$ cat config.mk
export PLATFORM = sky130hd
export DESIGN_NAME = adaptive_threshold_ctrl_flat
export DESIGN_NICKNAME = d
export VERILOG_FILES = /design/src/rtl/adaptive_threshold_ctrl_if.sv /design/src/rtl/adaptive_threshold_ctrl.sv /design/src/flat_wrapper.sv
export SDC_FILE = /design/constraint.sdc
export NUM_CORES = 1
export LEC_CHECK = 0
export BUFFER_PORTS_ARGS = -buffer_cell sky130_fd_sc_hd__buf_2
export CORE_MARGIN = 3
export CORE_UTILIZATION = 50
export DETAILED_ROUTE_END_ITERATION = 10
export PLACE_DENSITY_LB_ADDON = 0.08
export SLEW_MARGIN = 20
export SYNTH_ARGS = -nofsm -noshare
export SYNTH_HDL_FRONTEND = slang
export SYNTH_SLANG_ARGS = --single-unit
$ cat constraint.sdc
create_clock -name clock -period 3.4 [get_ports clock]
set_clock_uncertainty 0.1 [all_clocks]
set_input_delay 0.68 -clock clock [delete_from_list [all_inputs] [get_ports clock]]
set_output_delay 0.68 -clock clock [all_outputs]
set_load 0.005 [all_outputs]
$ cat src/rtl/adaptive_threshold_ctrl_if.sv
// Control, box-filter and memory-port signals of the adaptive-threshold sequencer.
// The slave modport is the sequencer's view; master is the surrounding pipeline.
interface adaptive_threshold_ctrl_if #(
  parameter int WIDTH_BITS  = 7,
  parameter int HEIGHT_BITS = 7
);
  logic                   iStart;
  logic [7:0]             iOffset;
  logic                   oBusy;
  logic                   oDone;
  logic [1:0]             oPhase;
  logic                   oBfReset;
  logic [WIDTH_BITS-1:0]  iBfImageCol;
  logic [HEIGHT_BITS-1:0] iBfImageRow;
  logic                   iBfFinished;
  logic [WIDTH_BITS-1:0]  oImageCol;
  logic [HEIGHT_BITS-1:0] oImageRow;
  logic [7:0]             iImageData;
  logic [WIDTH_BITS-1:0]  oMeanCol;
  logic [HEIGHT_BITS-1:0] oMeanRow;
  logic [7:0]             iMeanData;
  logic [WIDTH_BITS-1:0]  oBinCol;
  logic [HEIGHT_BITS-1:0] oBinRow;
  logic [7:0]             oBinData;
  logic                   oBinWren;

  modport slave (
    input  iStart, iOffset, iBfImageCol, iBfImageRow, iBfFinished, iImageData, iMeanData,
    output oBusy, oDone, oPhase, oBfReset, oImageCol, oImageRow, oMeanCol, oMeanRow,
           oBinCol, oBinRow, oBinData, oBinWren
  );

  modport master (
    output iStart, iOffset, iBfImageCol, iBfImageRow, iBfFinished, iImageData, iMeanData,
    input  oBusy, oDone, oPhase, oBfReset, oImageCol, oImageRow, oMeanCol, oMeanRow,
           oBinCol, oBinRow, oBinData, oBinWren
  );
endinterface

$ cat src/rtl/adaptive_threshold_ctrl.sv
// Sequencer for adaptive thresholding: runs the box filter, then a raster threshold pass
// writing 0x00/0xFF per pixel from (pixel + offset) > local mean.
module adaptive_threshold_ctrl #(
  parameter int WIDTH_BITS  = 7,
  parameter int HEIGHT_BITS = 7,
  parameter int WIDTH       = 2**WIDTH_BITS,
  parameter int HEIGHT      = 2**HEIGHT_BITS
) (
  input  logic                      clock,
  input  logic                      reset,
  adaptive_threshold_ctrl_if.slave  bus
);
  localparam int POS_BITS = WIDTH_BITS + HEIGHT_BITS;
  localparam logic [POS_BITS-1:0] LAST_POS = POS_BITS'(WIDTH * HEIGHT - 1);

  typedef enum logic [2:0] {
    S_IDLE,
    S_FILTER,
    S_THRESH,
    S_FLUSH,
    S_DONE
  } state_t;

  state_t              state_q;
  logic [POS_BITS-1:0] pos_q;
  logic [7:0]          offset_q;
  logic                busy_q;
  logic                done_q;
  logic                bf_reset_q;
  logic [1:0]          phase_q;
  logic                wren_q;
  logic [7:0]          bin_data_q;
  logic [POS_BITS-1:0] bin_pos_q;

  // Nine-bit sum so a bright pixel plus a large offset cannot wrap below the mean.
  logic [8:0] sum_d;
  logic       white_d;
  assign sum_d   = {1'b0, bus.iImageData} + {1'b0, offset_q};
  assign white_d = sum_d > {1'b0, bus.iMeanData};

  always_ff @(posedge clock or negedge reset) begin
    if (!reset) begin
      state_q    <= S_IDLE;
      pos_q      <= '0;
      offset_q   <= '0;
      busy_q     <= 1'b0;
      done_q     <= 1'b0;
      bf_reset_q <= 1'b1;
      phase_q    <= 2'd0;
      wren_q     <= 1'b0;
      bin_data_q <= '0;
      bin_pos_q  <= '0;
    end else begin
      done_q <= 1'b0;
      wren_q <= 1'b0;
      case (state_q)
        S_IDLE: begin
          if (bus.iStart) begin
            offset_q   <= bus.iOffset;
            pos_q      <= '0;
            busy_q     <= 1'b1;
            bf_reset_q <= 1'b0;
            phase_q    <= 2'd1;
            state_q    <= S_FILTER;
          end
        end
        S_FILTER: begin
          if (bus.iBfFinished) begin
            pos_q      <= '0;
            bf_reset_q <= 1'b1;
            phase_q    <= 2'd2;
            state_q    <= S_THRESH;
          end
        end
        S_THRESH: begin
          wren_q     <= 1'b1;
          bin_pos_q  <= pos_q;
          bin_data_q <= white_d ? 8'hFF : 8'h00;
          pos_q      <= pos_q + 1'b1;
          if (pos_q == LAST_POS) begin
            phase_q <= 2'd3;
            state_q <= S_FLUSH;
          end
        end
        S_FLUSH: begin
          busy_q  <= 1'b0;
          done_q  <= 1'b1;
          state_q <= S_DONE;
        end
        S_DONE: begin
          phase_q <= 2'd0;
          state_q <= S_IDLE;
        end
        default: begin
          phase_q <= 2'd0;
          state_q <= S_IDLE;
        end
      endcase
    end
  end

  // The box filter owns the source port only while it is running.
  assign bus.oImageCol = (state_q == S_FILTER) ? bus.iBfImageCol : pos_q[WIDTH_BITS-1:0];
  assign bus.oImageRow = (state_q == S_FILTER) ? bus.iBfImageRow : pos_q[POS_BITS-1:WIDTH_BITS];
  assign bus.oMeanCol  = pos_q[WIDTH_BITS-1:0];
  assign bus.oMeanRow  = pos_q[POS_BITS-1:WIDTH_BITS];

  assign bus.oBusy    = busy_q;
  assign bus.oDone    = done_q;
  assign bus.oPhase   = phase_q;
  assign bus.oBfReset = bf_reset_q;
  assign bus.oBinWren = wren_q;
  assign bus.oBinData = bin_data_q;
  assign bus.oBinCol  = bin_pos_q[WIDTH_BITS-1:0];
  assign bus.oBinRow  = bin_pos_q[POS_BITS-1:WIDTH_BITS];
endmodule
$ cat src/flat_wrapper.sv
// flat-port wrapper written by rule: the top's interface ports become plain ports
module adaptive_threshold_ctrl_flat 
#(
  parameter int WIDTH_BITS  = 7,
  parameter int HEIGHT_BITS = 7,
  parameter int WIDTH       = 2**WIDTH_BITS,
  parameter int HEIGHT      = 2**HEIGHT_BITS
)
  (clock, reset, bus_iStart, bus_iOffset, bus_iBfImageCol, bus_iBfImageRow, bus_iBfFinished, bus_iImageData, bus_iMeanData, bus_oBusy, bus_oDone, bus_oPhase, bus_oBfReset, bus_oImageCol, bus_oImageRow, bus_oMeanCol, bus_oMeanRow, bus_oBinCol, bus_oBinRow, bus_oBinData, bus_oBinWren);
  adaptive_threshold_ctrl_if #(.WIDTH_BITS(WIDTH_BITS), .HEIGHT_BITS(HEIGHT_BITS)) bus_i ();
  input  logic clock;
  input  logic reset;
  input wire logic [$bits(bus_i.iStart)-1:0] bus_iStart;
  input wire logic [$bits(bus_i.iOffset)-1:0] bus_iOffset;
  input wire logic [$bits(bus_i.iBfImageCol)-1:0] bus_iBfImageCol;
  input wire logic [$bits(bus_i.iBfImageRow)-1:0] bus_iBfImageRow;
  input wire logic [$bits(bus_i.iBfFinished)-1:0] bus_iBfFinished;
  input wire logic [$bits(bus_i.iImageData)-1:0] bus_iImageData;
  input wire logic [$bits(bus_i.iMeanData)-1:0] bus_iMeanData;
  output wire logic [$bits(bus_i.oBusy)-1:0] bus_oBusy;
  output wire logic [$bits(bus_i.oDone)-1:0] bus_oDone;
  output wire logic [$bits(bus_i.oPhase)-1:0] bus_oPhase;
  output wire logic [$bits(bus_i.oBfReset)-1:0] bus_oBfReset;
  output wire logic [$bits(bus_i.oImageCol)-1:0] bus_oImageCol;
  output wire logic [$bits(bus_i.oImageRow)-1:0] bus_oImageRow;
  output wire logic [$bits(bus_i.oMeanCol)-1:0] bus_oMeanCol;
  output wire logic [$bits(bus_i.oMeanRow)-1:0] bus_oMeanRow;
  output wire logic [$bits(bus_i.oBinCol)-1:0] bus_oBinCol;
  output wire logic [$bits(bus_i.oBinRow)-1:0] bus_oBinRow;
  output wire logic [$bits(bus_i.oBinData)-1:0] bus_oBinData;
  output wire logic [$bits(bus_i.oBinWren)-1:0] bus_oBinWren;
  assign bus_i.iStart = bus_iStart;
  assign bus_i.iOffset = bus_iOffset;
  assign bus_i.iBfImageCol = bus_iBfImageCol;
  assign bus_i.iBfImageRow = bus_iBfImageRow;
  assign bus_i.iBfFinished = bus_iBfFinished;
  assign bus_i.iImageData = bus_iImageData;
  assign bus_i.iMeanData = bus_iMeanData;
  assign bus_oBusy = bus_i.oBusy;
  assign bus_oDone = bus_i.oDone;
  assign bus_oPhase = bus_i.oPhase;
  assign bus_oBfReset = bus_i.oBfReset;
  assign bus_oImageCol = bus_i.oImageCol;
  assign bus_oImageRow = bus_i.oImageRow;
  assign bus_oMeanCol = bus_i.oMeanCol;
  assign bus_oMeanRow = bus_i.oMeanRow;
  assign bus_oBinCol = bus_i.oBinCol;
  assign bus_oBinRow = bus_i.oBinRow;
  assign bus_oBinData = bus_i.oBinData;
  assign bus_oBinWren = bus_i.oBinWren;
  adaptive_threshold_ctrl #(.WIDTH_BITS(WIDTH_BITS), .HEIGHT_BITS(HEIGHT_BITS), .WIDTH(WIDTH), .HEIGHT(HEIGHT)) u_core (.clock(clock), .reset(reset), .bus(bus_i));
endmodule
==> reports/metrics.cfg, run 1 <==
[status]
status = finished clean

[floorplan]
dieWidth_um = 80.08
die_h_um = 80.08
die_area_mm2 = 0.006413
ios = 98
core-area_mm2 = 0.005205
rows = 26
start_util_pct = 52.72

[yosys]
ys_types = 47
avgSynthCellArea_um2 = 11.20
synth.net_count = 305
synth_ff_type = dfrtp_1
async_flop_share_pct = 100.0
netlist_instances = 245
synth_seq_cells = 46
yosysWarnings = 0
ys_seq_area_share_pct = 42.00
netlist_area_mm2 = 0.002744
synth-edff-count = 0

[placement]
io_buffers = 97
hpwlAfterDp_um = 4286
place.gp.congestion = 0.8038
place_ws_ns = 0.1660

[clocking]
post_cts_buffers = 0
tritoncts = done
cts_made_buffers = 5
cts_hold_buf = 0
ctsHtreeMaxLevel = 2
worstSkewPairLatency_ns = 0.29
cts_buffer_depth = 2
root_buffer = clkbuf_8
clock_sinks = 46
clk_pin_slew_ns = 0.08
ctsResizeCount = 0

[grt]
grt_pass1_vias = 1991
grt_max_degree = 47
gr-usage-all-layers_pct = 18.30
grt_overflow = 0
antenna_found_initial = 0
grt_pass1_wl_um = 9239

[routing]
ant_nets = 0
totalWireLength_um = 5659
vias = 2153
wl_per_cell_um = 13.84
drc = 0
dr.pass1.iters = 4
drt_iter0_drc = 89
vias_per_cell = 5.264

[timing]
finalHoldViolCount = 0
rsz0062_at_grt = false
finalCritPeriodShare_pct = 87.32
clock.fmax_mhz = 336.8
setup_slack_ns = 0.4312
final.min_clock_period_ns = 2.969
finalSetupTns_ns = 0
setup_violations = 0
drv_slew = 0
worst_pin_slew_ns = 0.7535
fin_hold_ws_ns = 0.2669
max_slew_margin_pct = 49.55

[worst_setup_path]
r2r_slack_ns = 0.53
worst-r2r-cell-count = 14
critPathCaptureType = flip-flop
r2r-end = u_core.bus.oBinData[6]
worstSetupPathType = in -> reg
crit_fanout = 3
cp-start-kind = primary input
cp.arrival_ns = 3.05
timing.rr.start = u_core.offset_q[0]
cp.required_ns = 3.48

[finish]
final_nets = 398
syn2layout_area_growth_pct = 21.34
final_util_pct = 63.97
n_antenna_cell = 0
drive_above_1_share_pct = 44.25

[power]
p_per_area_mw_per_mm2 = 711.3
leakage_nw = 1.785
peakVddDrop_mv = 0.3817

[flow_run]
maxCapViolations = 0

[min_path]
hold_class = in -> async

## cell usage after synthesis (2+ instances only)
cell      number  area (µm²)
a21oi_1        8       40.04
o21ai_0        9       45.04
nand2_1       10       37.54
o21a_1         3       22.52
nand3_1        4       20.02
buf_2          5       25.02
and4_1         3       26.28
a211oi_1       2       15.01
dfrtp_1       45        1126
nor2_1        23       86.33
inv_1         15       56.30
xor2_1        12       105.1
and3_1         2       12.51
nor2b_1        3       18.77
mux2_2        28       315.3
o21bai_1       2       15.01
ha_1          17       212.7
xnor2_1        4       35.03
nand4_1        9       56.30
nor3_1         2       10.01
and3b_1        2       17.52
mux2_4         6       90.09
buf_4          7       52.55
## state kept, by name, summed over array words and instances (netlist names)
signal / flops
u_core.bin_pos_q: 14
u_core.pos_q: 14
u_core.offset_q: 8
u_core.state_q: 3
u_core.bus.oPhase: 2
u_core.bus.oBfReset: 1
u_core.bus.oBinData: 1
u_core.bus.oBinWren: 1
u_core.bus.oBusy: 1
u_core.bus.oDone: 1
## per-layer routing
metal / global-route usage, % / wire length (µm) / vias up
li1: - / - / 1047
met3: 4.372 / 360 / 4
met4: 5.236 / 39 / 0
met5: 0 / 0 / -
met2: 27.65 / 2682 / 66
met1: 26.13 / 2577 / 1036
## worst max-delay path: stages
cell and delay, ns:
buf_2 0.08, ha_1 0.18, inv_1 0.06, fa_1 0.39, nor2b_1 0.16, o31a_1 0.20
o21a_1 0.12, nor2_1 0.04, xnor2_1 0.12, ha_1 0.30, a22o_1 0.21, nor4_1 0.16
o221ai_1 0.15, o21ai_0 0.10, o21bai_1 0.08
## where the power goes
group	internal (mW)	switching, mW	leakage [nW]
logic	0.637	0.595	1.14
registers	0.673	0.129	0.600
clock network	0.164	0.171	0.0482
total	1.47	0.894	1.78
## area by class of cell
class / instances / area (µm²)
Fill cell: 474 / 1876
Multi-Input combinational cell: 170 / 1431
Sequential cell: 46 / 1152
Timing Repair Buffer: 100 / 510.5
Tap cell: 70 / 87.58
Clock buffer: 7 / 86.33
Inverter: 15 / 56.30
Clock inverter: 1 / 5.005
## worst max path at each step
stage                       from                endpoint  slack [ns]  depth (start not counted)
2_1_floorplan  bus_iImageData[0]  u_core.bus.oBinData[6]        0.42                         14
4_1_cts        bus_iImageData[0]  u_core.bus.oBinData[6]        0.47                         15
6_report       bus_iImageData[0]  u_core.bus.oBinData[6]        0.43                         15
3_5_place_dp   bus_iImageData[0]  u_core.bus.oBinData[6]        0.17                         15
3_3_place_gp   bus_iImageData[0]  u_core.bus.oBinData[6]        0.20                         15
5_1_grt        bus_iImageData[0]  u_core.bus.oBinData[6]        0.20                         15
## stage by stage
step / area (µm²) / total power [mW] / instances
2_1_floorplan: 2744 / 1.743 / 245
3_3_place_gp: 3236 / 2.017 / 401
3_5_place_dp: 3236 / 2.051 / 401
4_1_cts: 3327 / 2.390 / 409
5_1_grt: 3329 / 2.574 / 409
6_report: 3329 / 2.368 / 409
## layout by cell type (no fill, tap or decap), drive strengths merged, types with 4 or more instances in the layout
cell	n
buf	100
clkbuf	7
nand4	9
dfrtp	45
inv	15
mux2	34
xnor2	4
xor2	12
o21ai	9
a21oi	9
ha	17
nand2	10
nor2	24
nand3	4
## logic make-up after synthesis
logic type	share of synthesized area, %
XOR/XNOR	5.107
adder cells (fa/ha/maj)	8.481
AND/OR/NAND/NOR	13.68
AO/OA/AOI/OAI	9.759
multiplexers	15.14
flip-flops	42.00
buffers and inverters	5.836
Note: power is estimated with default switching activity, not from simulation.
==> run 2: changes to the inputs <==
CELL_PAD_IN_SITES_DETAIL_PLACEMENT = 0   (was unset)
CELL_PAD_IN_SITES_GLOBAL_PLACEMENT = 1   (was unset)
CORE_UTILIZATION = 38   (was 50)
TNS_END_PERCENT = 10   (was unset)
==> reports/metrics.cfg, run 2 (synthesized netlist as in run 1, its figures left out) <==
[grt]
antenna_found_initial = 0
grt_overflow = 0
grt_pass1_vias = 1980
gr-usage-all-layers_pct = 15.05
grt_pass1_wl_um = 10040
grt_max_degree = 27

[finish]
final_nets = 398
n_antenna_cell = 0
layout_common_cells = buf_2, dfrtp_1, mux2_2
drive_above_1_share_pct = 44.25
finish.instance_area_mm2 = 0.003378
final_common_cell = buf_2
syn2layout_area_growth_pct = 23.12
reg_top3 = u_core.bin_pos_q: 14 flops, u_core.pos_q: 14 flops, u_core.offset_q: 8 flops

[routing]
vias = 2090
wl_met2_um = 2645
wl_per_cell_um = 14.03
drc = 0
vias_per_cell = 4.805
wl_met3_um = 293
ant_nets = 0
dr.pass1.iters = 4
highest_layer = met4
totalWireLength_um = 6103
drt_iter0_drc = 120
wirelength_met1_um = 3104

[timing]
finalSetupTns_ns = 0
final.min_clock_period_ns = 3.074
setup_violations = 0
max_slew_margin_pct = 44.17
rsz0062_at_grt = false
drv_slew = 0
worst_pin_slew_ns = 0.8339
clock.fmax_mhz = 325.3
finalHoldViolCount = 0
finalCritPeriodShare_pct = 90.41

[power]
peakVddDrop_mv = 0.3010
cell_internal_pwr_mw = 1.524
seq_power_share_pct = 32.7
leakage_nw = 1.787
p_sw_mw = 0.9199
p_per_area_mw_per_mm2 = 723.5
clkPwrFrac_pct = 16.7
comb_power_share_pct = 50.6
swShare_pct = 37.64

[clocking]
clock_sinks = 46
clk_pin_slew_ns = 0.09
tritoncts = done
ctsHtreeMaxLevel = 2
cts_buffer_depth = 2
worstSkewPairLatency_ns = 0.30
root_buffer = clkbuf_8
cts_hold_buf = 0
post_cts_buffers = 0
cts_made_buffers = 5
ctsResizeCount = 0

[placement]
io_buffers = 97
hpwlAfterDp_um = 4584
placed_cell_area_mm2 = 0.003268
place.gp.congestion = 0.7154

[worst_setup_path]
worstSetupPathType = in -> reg
cp-start-kind = primary input
crit_fanout = 3
cp.required_ns = 3.48
cp.arrival_ns = 3.15
r2r_slack_ns = 0.43
critPathCaptureType = flip-flop

[floorplan]
die_h_um = 90.98
dieWidth_um = 90.98
die_area_mm2 = 0.008276
core-area_mm2 = 0.006907
rows = 30
start_util_pct = 39.73
ios = 98

[status]
status = finished clean

[flow_run]
maxCapViolations = 0

[min_path]
hold_class = in -> async

## run 2: changes by cell type in the layout (fill, tap and decap cells not counted), sizes merged
cell      before  now
clkinv         1    0
clkbuf         7    6
clkinvlp       0    1
bufinv         0    1
## run 2: routing by layer
metal | GRT usage [%] | vias up
li1 | - | 1049
met1 | 22.39 | 976
met2 | 21.83 | 60
met3 | 3.480 | 5
met4 | 4.146 | 0
met5 | 0 | -
## run 2: final timing paths
path / startpoint / endpoint / cells past startpoint
worst max-delay path: bus_iImageData[0] / u_core.bus.oBinData[6] / 15
worst min-delay path: reset / u_core.bus.oPhase[0] / 1
worst max register to register: u_core.offset_q[0] / u_core.bus.oBinData[6] / 14
worst min register to register: u_core.bus.oPhase[0] / u_core.bus.oPhase[0] / 1
max in group asynchronous: reset / u_core.state_q[0] / 2
min in group clock: u_core.bus.oPhase[0] / u_core.bus.oPhase[0] / 1
## run 2: through the flow
step                      hold WS (ns)  power [mW]  std cells  util [%]  setup WS, ns
after floorplan                 0.2844       1.743        245         -        0.4160
after global placement          0.3771       2.040        427     47.32        0.1765
after detailed placement        0.3835       2.054        427     47.32        0.1241
after CTS                       0.2551       2.477        435     48.91        0.4077
after global routing            0.2715       2.657        435     48.91        0.1240
final                           0.2384       2.444        435     48.91        0.3261
## run 2: layout make-up
type / instances / area (µm²)
well taps: 96 / 120.1
inverters: 15 / 56.30
fillers: 698 / 3528
flip-flops and latches: 46 / 1152
repair buffers: 100 / 508.0
clock buffers: 6 / 72.57
clock inverters: 2 / 37.54
multi-input cells: 170 / 1431
## run 2: critical path, stage by stage
cell and delay (ns):
buf_2 0.08, ha_1 0.19, inv_1 0.06, fa_1 0.39, nor2b_1 0.17, o31a_1 0.21
o21a_1 0.13, nor2_1 0.04, xnor2_1 0.12, ha_1 0.30, a22o_1 0.22, nor4_1 0.20
o221ai_1 0.18, o21ai_0 0.10, o21bai_1 0.07
## run 2: power by group through the flow
stage / Clock (mW) / Combinational, mW / Sequential, mW
2_1_floorplan: 0 / 0.970 / 0.773
5_1_grt: 0.439 / 1.39 / 0.828
3_5_place_dp: 0 / 1.24 / 0.813
6_report: 0.407 / 1.24 / 0.800
3_3_place_gp: 0 / 1.23 / 0.810
4_1_cts: 0.424 / 1.25 / 0.803
==> run 3: changes to the inputs <==
CORE_UTILIZATION = 25   (was 38)
PLACE_DENSITY_LB_ADDON = 0.1   (was 0.08)
==> reports/metrics.cfg, run 3 (synthesized netlist as in run 1, its figures left out) <==
[placement]
hpwlAfterDp_um = 5169
io_buffers = 97
place.gp.congestion = 0.7929

[timing]
worst_pin_slew_ns = 0.5700
max_slew_margin_pct = 62.00
finalCritPeriodShare_pct = 89.99
rsz0062_at_grt = false
final.min_clock_period_ns = 3.060
drv_slew = 0
clock.fmax_mhz = 326.8
setup_violations = 0
fin_hold_ws_ns = 0.2594
finalHoldViolCount = 0
finalSetupTns_ns = 0

[worst_setup_path]
worst-r2r-cell-count = 14
cp.arrival_ns = 3.14
worstSetupPathType = in -> reg
critPathCaptureType = flip-flop
cp-start-kind = primary input
crit_fanout = 3
cp.required_ns = 3.48

[clocking]
root_buffer = clkbuf_8
cts_hold_buf = 0
cts_made_buffers = 5
clock_sinks = 46
worstSkewPairLatency_ns = 0.30
cts_buffer_depth = 2
post_cts_buffers = 0
ctsResizeCount = 0
ctsHtreeMaxLevel = 2
tritoncts = done
clk_pin_slew_ns = 0.09

[grt]
grt_overflow = 0
gr-usage-all-layers_pct = 11.66
antenna_found_initial = 0
grt_pass1_wl_um = 11560
grt_pass1_vias = 2193
grt_max_degree = 25

[min_path]
hold_class = in -> async

[finish]
final_common_cell = buf_2
n_antenna_cell = 0
fillCellCount = 1105
final_nets = 399
reg_top3 = u_core.bin_pos_q: 14 flops, u_core.pos_q: 14 flops, u_core.offset_q: 8 flops
drive_above_1_share_pct = 44.54
layout_common_cells = buf_2, dfrtp_1, mux2_2
syn2layout_area_growth_pct = 25.31

[floorplan]
start_util_pct = 26.11
core-area_mm2 = 0.01051
die_h_um = 110.8
dieWidth_um = 110.8
ios = 98
die_area_mm2 = 0.01227
rows = 37

[routing]
drt_iter0_drc = 35
vias_per_cell = 4.472
wl_per_cell_um = 14.44
totalWireLength_um = 6858
dr.pass1.iters = 4
ant_nets = 0
vias = 2124
drc = 0

[status]
status = finished clean

[power]
p_per_area_mw_per_mm2 = 720.5
leakage_nw = 1.798
peakVddDrop_mv = 0.2221

[flow_run]
maxCapViolations = 0

## run 3: cell types whose count changed in the layout (fill, tap and decap cells not counted), sizes merged
cell      delta
buf          +1
clkinvlp     -1
## run 3: final cells by class
type / count / area (µm²) / area share [%]
multi-input combinational: 170 / 1431 / 41.63
sequential: 46 / 1152 / 33.52
timing repair buffer: 101 / 515.5 / 14.99
tap: 136 / 170.2 / 4.949
clock buffer: 6 / 82.58 / 2.402
inverter: 15 / 56.30 / 1.638
clock inverter: 1 / 30.03 / 0.8734
## run 3: worst paths after layout
| check | slack (ns) | end | startpoint |
|---|---|---|---|
| worst min-delay path | 0.26 | u_core.bin_pos_q[0] | reset |
| worst max register to register | 0.44 | u_core.bus.oBinData[6] | u_core.offset_q[0] |
| worst max-delay path | 0.34 | u_core.bus.oBinData[6] | bus_iImageData[0] |
| min in group clock | 0.39 | u_core.bus.oPhase[0] | u_core.bus.oPhase[0] |
| max in group asynchronous | 2.20 | u_core.pos_q[11] | reset |
| worst min register to register | 0.39 | u_core.bus.oPhase[0] | u_core.bus.oPhase[0] |
## run 3: metal layers
metal | routed length (µm) | vias to the layer above | GRT usage [%]
li1 | - | 1049 | -
met4 | 71 | 0 | 2.956
met3 | 291 | 7 | 2.402
met2 | 3198 | 53 | 18.49
met1 | 3296 | 1015 | 16.22
met5 | 0 | - | 0
## run 3: power breakdown
part,switching [mW],internal (mW),leakage (nW)
clock network,0.188,0.236,0.0573
logic,0.612,0.636,1.14
registers,0.132,0.673,0.600
total,0.933,1.54,1.80
## run 3: stage by stage
stage                     instances  power (mW)  util [%]  instance area [µm²]  setup WS [ns]
after global placement          468       2.088     31.65                 3326         0.1486
after detailed placement        468       2.083     31.65                 3326        0.05441
after global routing            475       2.734     32.72                 3438         0.1352
after floorplan                 245       1.743         -                 2744         0.4160
final                           475       2.477     32.72                 3438         0.3404
after CTS                       475       2.537     32.72                 3438         0.3476
## run 3: critical path: stages
cell      delay (ns)
buf_2           0.08
ha_1            0.18
inv_1           0.06
fa_1            0.40
nor2b_1         0.17
o31a_1          0.21
o21a_1          0.13
nor2_1          0.04
xnor2_1         0.12
ha_1            0.31
a22o_1          0.21
nor4_1          0.17
o221ai_1        0.16
o21ai_0         0.11
o21bai_1        0.08
